<file path="config.mk">
export PLATFORM = sky130hd
export DESIGN_NAME = fifo_btn_ctrl
export DESIGN_NICKNAME = d
export VERILOG_FILES = /design/src/rtl/fifo_btn_ctrl_pkg.sv /design/src/rtl/fifo_btn_ctrl_btn_debounce.sv /design/src/rtl/fifo_btn_ctrl.sv
export SDC_FILE = /design/constraint.sdc
export NUM_CORES = 1
export LEC_CHECK = 0
export CORE_UTILIZATION = 48
export DETAILED_ROUTE_END_ITERATION = 12
export DONT_BUFFER_PORTS = 1
export GPL_ROUTABILITY_DRIVEN = 0
export GPL_TIMING_DRIVEN = 0
export PLACE_DENSITY = 0.65
export SLEW_MARGIN = 25
export SYNTH_ARGS = -nofsm -noshare
export SYNTH_HDL_FRONTEND = slang
export SYNTH_SLANG_ARGS = --single-unit
</file>
<file path="constraint.sdc">
create_clock -name clk -period 2.7 [get_ports clk]
set_clock_uncertainty 0.2 [all_clocks]
set_input_delay 0.675 -clock clk [delete_from_list [all_inputs] [get_ports clk]]
set_output_delay 0.675 -clock clk [all_outputs]
set_load 0.1 [all_outputs]
</file>
<file path="src/rtl/fifo_btn_ctrl_pkg.sv">
// Shared types and default sizing for the button-driven FIFO controller.
package fifo_btn_ctrl_pkg;

   localparam int unsigned DEF_DATA_W          = 4;
   localparam int unsigned DEF_DEPTH           = 8;
   localparam int unsigned DEF_DEBOUNCE_CYCLES = 1000000;

   typedef enum logic [1:0] {
      IDLE    = 2'd0,
      WRITE   = 2'd1,
      READ    = 2'd2,
      CAPTURE = 2'd3
   } state_t;

endpackage

</file>
<file path="src/rtl/fifo_btn_ctrl_btn_debounce.sv">
// Active-low button: 2-flop synchronizer, stability counter and a one-cycle
// pulse on the debounced press (1->0) transition.
module btn_debounce
   import fifo_btn_ctrl_pkg::*;
#(
   parameter int unsigned DEBOUNCE_CYCLES = DEF_DEBOUNCE_CYCLES
) (
   input  logic clk,
   input  logic reset,
   input  logic btn,
   output logic press
);

   localparam int unsigned CNT_W = (DEBOUNCE_CYCLES > 1) ? $clog2(DEBOUNCE_CYCLES) : 1;
   localparam logic [CNT_W-1:0] CNT_MAX = CNT_W'(DEBOUNCE_CYCLES - 1);

   logic             sync_q0;
   logic             sync_q1;
   logic             level_q;
   logic [CNT_W-1:0] cnt_q;
   logic             settle_c;

   // Input has disagreed with the debounced level for the full window
   assign settle_c = (sync_q1 != level_q) && (cnt_q == CNT_MAX);

   always_ff @(posedge clk or posedge reset) begin
      if (reset) begin
         sync_q0 <= 1'b1;
         sync_q1 <= 1'b1;
         level_q <= 1'b1;
         cnt_q   <= '0;
         press   <= 1'b0;
      end else begin
         sync_q0 <= btn;
         sync_q1 <= sync_q0;
         press   <= settle_c & ~sync_q1;
         if (sync_q1 == level_q) begin
            cnt_q <= '0;
         end else if (settle_c) begin
            level_q <= sync_q1;
            cnt_q   <= '0;
         end else begin
            cnt_q <= cnt_q + CNT_W'(1);
         end
      end
   end

endmodule

</file>
<file path="src/rtl/fifo_btn_ctrl.sv">
// Push/pop button front end for an external FIFO: debounced press events drive
// single-cycle write/read strobes, track occupancy and flag misuse.
module fifo_btn_ctrl
   import fifo_btn_ctrl_pkg::*;
#(
   parameter int unsigned DATA_W          = DEF_DATA_W,
   parameter int unsigned DEPTH           = DEF_DEPTH,
   parameter int unsigned DEBOUNCE_CYCLES = DEF_DEBOUNCE_CYCLES,
   localparam int unsigned LVL_W          = $clog2(DEPTH) + 1
) (
   input  logic              clk,
   input  logic              reset,
   input  logic              push_btn,
   input  logic              pop_btn,
   input  logic [DATA_W-1:0] sw,
   input  logic              fifo_full,
   input  logic              fifo_empty,
   input  logic [DATA_W-1:0] fifo_rd_data,
   output logic              wr_en,
   output logic              rd_en,
   output logic [DATA_W-1:0] wr_data,
   output logic [DATA_W-1:0] disp_data,
   output logic [LVL_W-1:0]  level,
   output logic              ovf_err,
   output logic              udf_err,
   output logic              busy
);

   state_t            state_q;
   state_t            state_n;
   logic [DATA_W-1:0] sw_q0;
   logic [DATA_W-1:0] sw_q1;
   logic              push_press;
   logic              pop_press;
   logic              wr_en_n;
   logic              rd_en_n;
   logic [DATA_W-1:0] wr_data_n;
   logic [DATA_W-1:0] disp_data_n;
   logic [LVL_W-1:0]  level_n;
   logic              ovf_err_n;
   logic              udf_err_n;

   btn_debounce #(.DEBOUNCE_CYCLES(DEBOUNCE_CYCLES)) u_push_db (
      .clk   (clk),
      .reset (reset),
      .btn   (push_btn),
      .press (push_press)
   );

   btn_debounce #(.DEBOUNCE_CYCLES(DEBOUNCE_CYCLES)) u_pop_db (
      .clk   (clk),
      .reset (reset),
      .btn   (pop_btn),
      .press (pop_press)
   );

   always_ff @(posedge clk or posedge reset) begin
      if (reset) begin
         sw_q0 <= '0;
         sw_q1 <= '0;
      end else begin
         sw_q0 <= sw;
         sw_q1 <= sw_q0;
      end
   end

   always_ff @(posedge clk or posedge reset) begin
      if (reset) begin
         state_q <= IDLE;
      end else begin
         state_q <= state_n;
      end
   end

   // Pop has priority when both arrive; the loser is dropped silently
   always_comb begin
      state_n     = state_q;
      wr_en_n     = 1'b0;
      rd_en_n     = 1'b0;
      wr_data_n   = wr_data;
      disp_data_n = disp_data;
      level_n     = level;
      ovf_err_n   = ovf_err;
      udf_err_n   = udf_err;
      case (state_q)
         IDLE: begin
            if (pop_press && !fifo_empty) begin
               state_n = READ;
               rd_en_n = 1'b1;
            end else if (push_press) begin
               if (fifo_full) begin
                  ovf_err_n = 1'b1;
               end else begin
                  state_n   = WRITE;
                  wr_en_n   = 1'b1;
                  wr_data_n = sw_q1;
               end
            end else if (pop_press) begin
               udf_err_n = 1'b1;
            end
         end
         WRITE: begin
            state_n = IDLE;
            if (level < LVL_W'(DEPTH)) level_n = level + LVL_W'(1);
         end
         READ: begin
            state_n = CAPTURE;
            if (level != '0) level_n = level - LVL_W'(1);
         end
         CAPTURE: begin
            state_n     = IDLE;
            disp_data_n = fifo_rd_data;
         end
         default: state_n = IDLE;
      endcase
   end

   always_ff @(posedge clk or posedge reset) begin
      if (reset) begin
         wr_en     <= 1'b0;
         rd_en     <= 1'b0;
         wr_data   <= '0;
         disp_data <= '0;
         level     <= '0;
         ovf_err   <= 1'b0;
         udf_err   <= 1'b0;
         busy      <= 1'b0;
      end else begin
         wr_en     <= wr_en_n;
         rd_en     <= rd_en_n;
         wr_data   <= wr_data_n;
         disp_data <= disp_data_n;
         level     <= level_n;
         ovf_err   <= ovf_err_n;
         udf_err   <= udf_err_n;
         busy      <= (state_n != IDLE);
      end
   end

endmodule

</file>
==> results.py <==
metrics = {
    "setup_path": {
        "crit_path_max_incr_delay_ps": 510,
        "critical_path_class": "flop to flop",
        "cp.buffers_inverters": 2,
        "cpLargestDelayFamily": "simple AND/OR/NAND/NOR gates",
        "cp_slowest_cell": "or4_1",
        "cp_common_cell": "a21o_1",
        "start_kind": "flop",
        "path_cells": "clkbuf_1 > nand2b_1 > inv_1 > ha_1 > a21o_1 > a21o_1 > or4_1 > o211ai_1",
        "cp.depth": 8,
        "cp.required_ps": 2770,
        "crit_fanout": 9,
        "cp_data_arrival_time_ps": 2600,
        "r2r_cells": 8,
        "cp-end-kind": "flop",
    },
    "logic_synthesis": {
        "yosysSeqAreaShare_pct": 57.6,
        "synth_cell_types": 41,
        "synth_top_area_share_pct": 52.8,
        "synth_ff_type": "dfrtp_1",
        "synth_xor_area_share_pct": 8.03,
        "synth_compound_area_share_pct": 5.81,
        "synth-adder-area-share_pct": 2.14,
        "synth_edf_count": 0,
        "ys_ff_latch": 75,
        "syn_nets": 318,
        "synth_area_um2": 3270,
        "syn_inst": 299,
        "synthTopCellsByArea": "dfrtp_1 (53%), xnor2_1 (5.6%), nor2_1 (4.9%)",
        "async_reset_ff_share_pct": 100,
        "yosysWarnings": 0,
        "synth_mux_area_share_pct": 4.36,
        "synth_top_family_by_area": "simple AND/OR/NAND/NOR gates",
        "synth-simple-area-share_pct": 19.6,
        "syn_area_per_cell_um2": 10.9,
        "yosys.area.top_type": "dfrtp_1",
    },
    "outcome": {
        "status": "complete, but fails checks",
        "violations": "DRC",
    },
    "layout": {
        "finalNetCount": 331,
        "drive_gt1_share_pct": 14.5,
        "final_area_um2": 3610,
        "final_cell_mix": "dfrtp_1 (68), nor2_1 (43), xnor2_1 (21)",
        "layout_commonest_cell": "dfrtp_1",
        "area_growth_pct": 10.4,
        "antenna_cells": 0,
    },
    "placed_design": {
        "port_buffers": 0,
        "dp_hpwl_um": 3820,
        "dpl_cell_area_um2": 3420,
        "place_ws_ps": 43.4,
    },
    "clocking": {
        "clk_latency_ps": 350,
        "cts.sinks": 75,
        "h-tree-depth": 3,
        "numCtsBuffers": 9,
        "cts_buffer_depth": 2,
        "clk_pin_slew_worst_paths_ps": 80,
        "cts_setup_buffers": 0,
        "cts_tree": "done",
        "cts-root-buf": "clkbuf_8",
    },
    "route": {
        "drtIter0Drc": 100,
        "first_pass_iters": 10,
        "ant_nets": 0,
        "vias_per_cell": 5.48,
        "routed.top_layer": "met4",
        "vias": 2159,
        "dr_wl_met2_um": 2660,
        "drt-wirelength-per-cell_um": 13.9,
        "wl_met3_um": 191,
        "finalWirelength_um": 5480,
        "m1WireLength_um": 2570,
        "post-route-drc-count": 1,
    },
    "sta": {
        "rsz0062_at_grt": "false",
        "clock.fmax_mhz": 395,
        "post-route-period-util_pct": 93.7,
        "hold_viol_final": 0,
        "tns_ps": 0,
        "setup_violations": 0,
        "period_minus_slack_ps": 2530,
        "finalMaxSlewViolations": 0,
        "worst_pin_slew_ps": 1010,
        "relSlewSlack_pct": 32.7,
        "fin_ws_ps": 171,
    },
    "grt": {
        "grt_pass1_vias": 2082,
        "grt_max_degree": 33,
        "grtUsageTotal_pct": 16.6,
        "grt-ovfl-total": 0,
        "grt_antenna_before_repair": 0,
        "grt_pass1_wl_um": 9390,
    },
    "job": {
        "maxCapViolations": 0,
    },
    "floorplan": {
        "initial_core_util_pct": 50.7,
        "io_pins": 31,
        "die_h_um": 84.6,
        "die_area_um2": 7150,
        "row_count": 29,
        "die_w_um": 84.6,
        "coreArea_um2": 6460,
    },
    "power": {
        "peakVddDrop_v": 0.000345,
        "powerDensity_nw_per_um2": 568,
        "p_leak_uw": 0.00153,
    },
    "hold_path": {
        "hold_path_class": "input pin to async pin",
    },
}
synth_stat cells, drive strengths merged (2+ instances only):
cell    number
nand2       14
inv         15
xor2         9
mux2        10
a41o         2
nand4        8
buf          3
dfrtp       69
nand2b       2
xnor2       21
dfstp        6
o21ai        8
or3          4
a21o         2
nor4        10
clkbuf       3
or4          5
a31o         3
nand4b       2
nor3        13
mux2i        3
a21oi       11
nand3       15
nor2        43
and3         3
ha           4
stage by stage:
step                hold WS, ps  std cells  utilization, %  total power (uW)
global placement            132        376            52.2              1250
global route               77.9        394            55.9              2140
CTS                        66.8        394            55.9              2080
detailed placement          135        378            53.0              1260
finish                     58.1        394            55.9              2050
floorplan                   131        299               -              1240
worst paths after layout:
kind	from	to	slack, ps
setup / recovery	state_q[0]	level[3]	170
hold / removal	reset	busy	60
setup reg to reg	state_q[0]	level[3]	170
hold reg to reg	sw_q0[3]	sw_q1[3]	150
max in group asynchronous	reset	u_pop_db.sync_q0	1640
min in group clk	push_btn	u_push_db.sync_q0	110
registers in the layout (all words and copies together), names as in the netlist:
register,count
sw_q0,4
ovf_err,1
sw_q1,4
u_push_db.sync_q0,1
busy,1
u_pop_db.sync_q0,1
level,4
u_push_db.sync_q1,1
disp_data,4
u_push_db.level_q,1
u_pop_db.cnt_q,20
rd_en,1
udf_err,1
wr_data,4
state_q,2
u_pop_db.level_q,1
u_pop_db.sync_q1,1
u_push_db.press,1
u_push_db.cnt_q,20
wr_en,1
u_pop_db.press,1
power breakdown:
part,internal [uW],switching [uW],leakage (uW)
logic,20.4,38.9,0.000455
registers,1140,36.5,0.000987
clock network,356,457,0.0000907
total,1520,533,0.00153
final cells by class:
cell class,instances,area (um^2)
clock inverters,7,63.8
multi-input cells,203,1310
repair buffers,2,47.5
inverters,15,60.1
plain buffers,6,26.3
flip-flops and latches,75,1890
well taps,77,96.3
clock buffers,9,124
fillers,560,2850
per-layer routing:
layer	up-vias	GRT usage, %
met3	7	5.51
met4	0	5.24
met1	1042	20.4
li1	1072	-
met2	38	27.7
met5	-	0
logic make-up after synthesis:
| group | count (synthesis) |
|---|---|
| compound gates | 30 |
| xor+xnor | 30 |
| fa+ha+maj | 5 |
| buf+inv | 21 |
| flops | 75 |
| mux | 13 |
| simple gates | 125 |
repair_timing:
action / in CTS / in global routing
endpoints found under the setup margin: 0 / 2
hold buffers: 0 / 0
hold endpoints to repair: 0 / 0
resized for setup: 0 / 2
(Power assumes the default switching activity.)
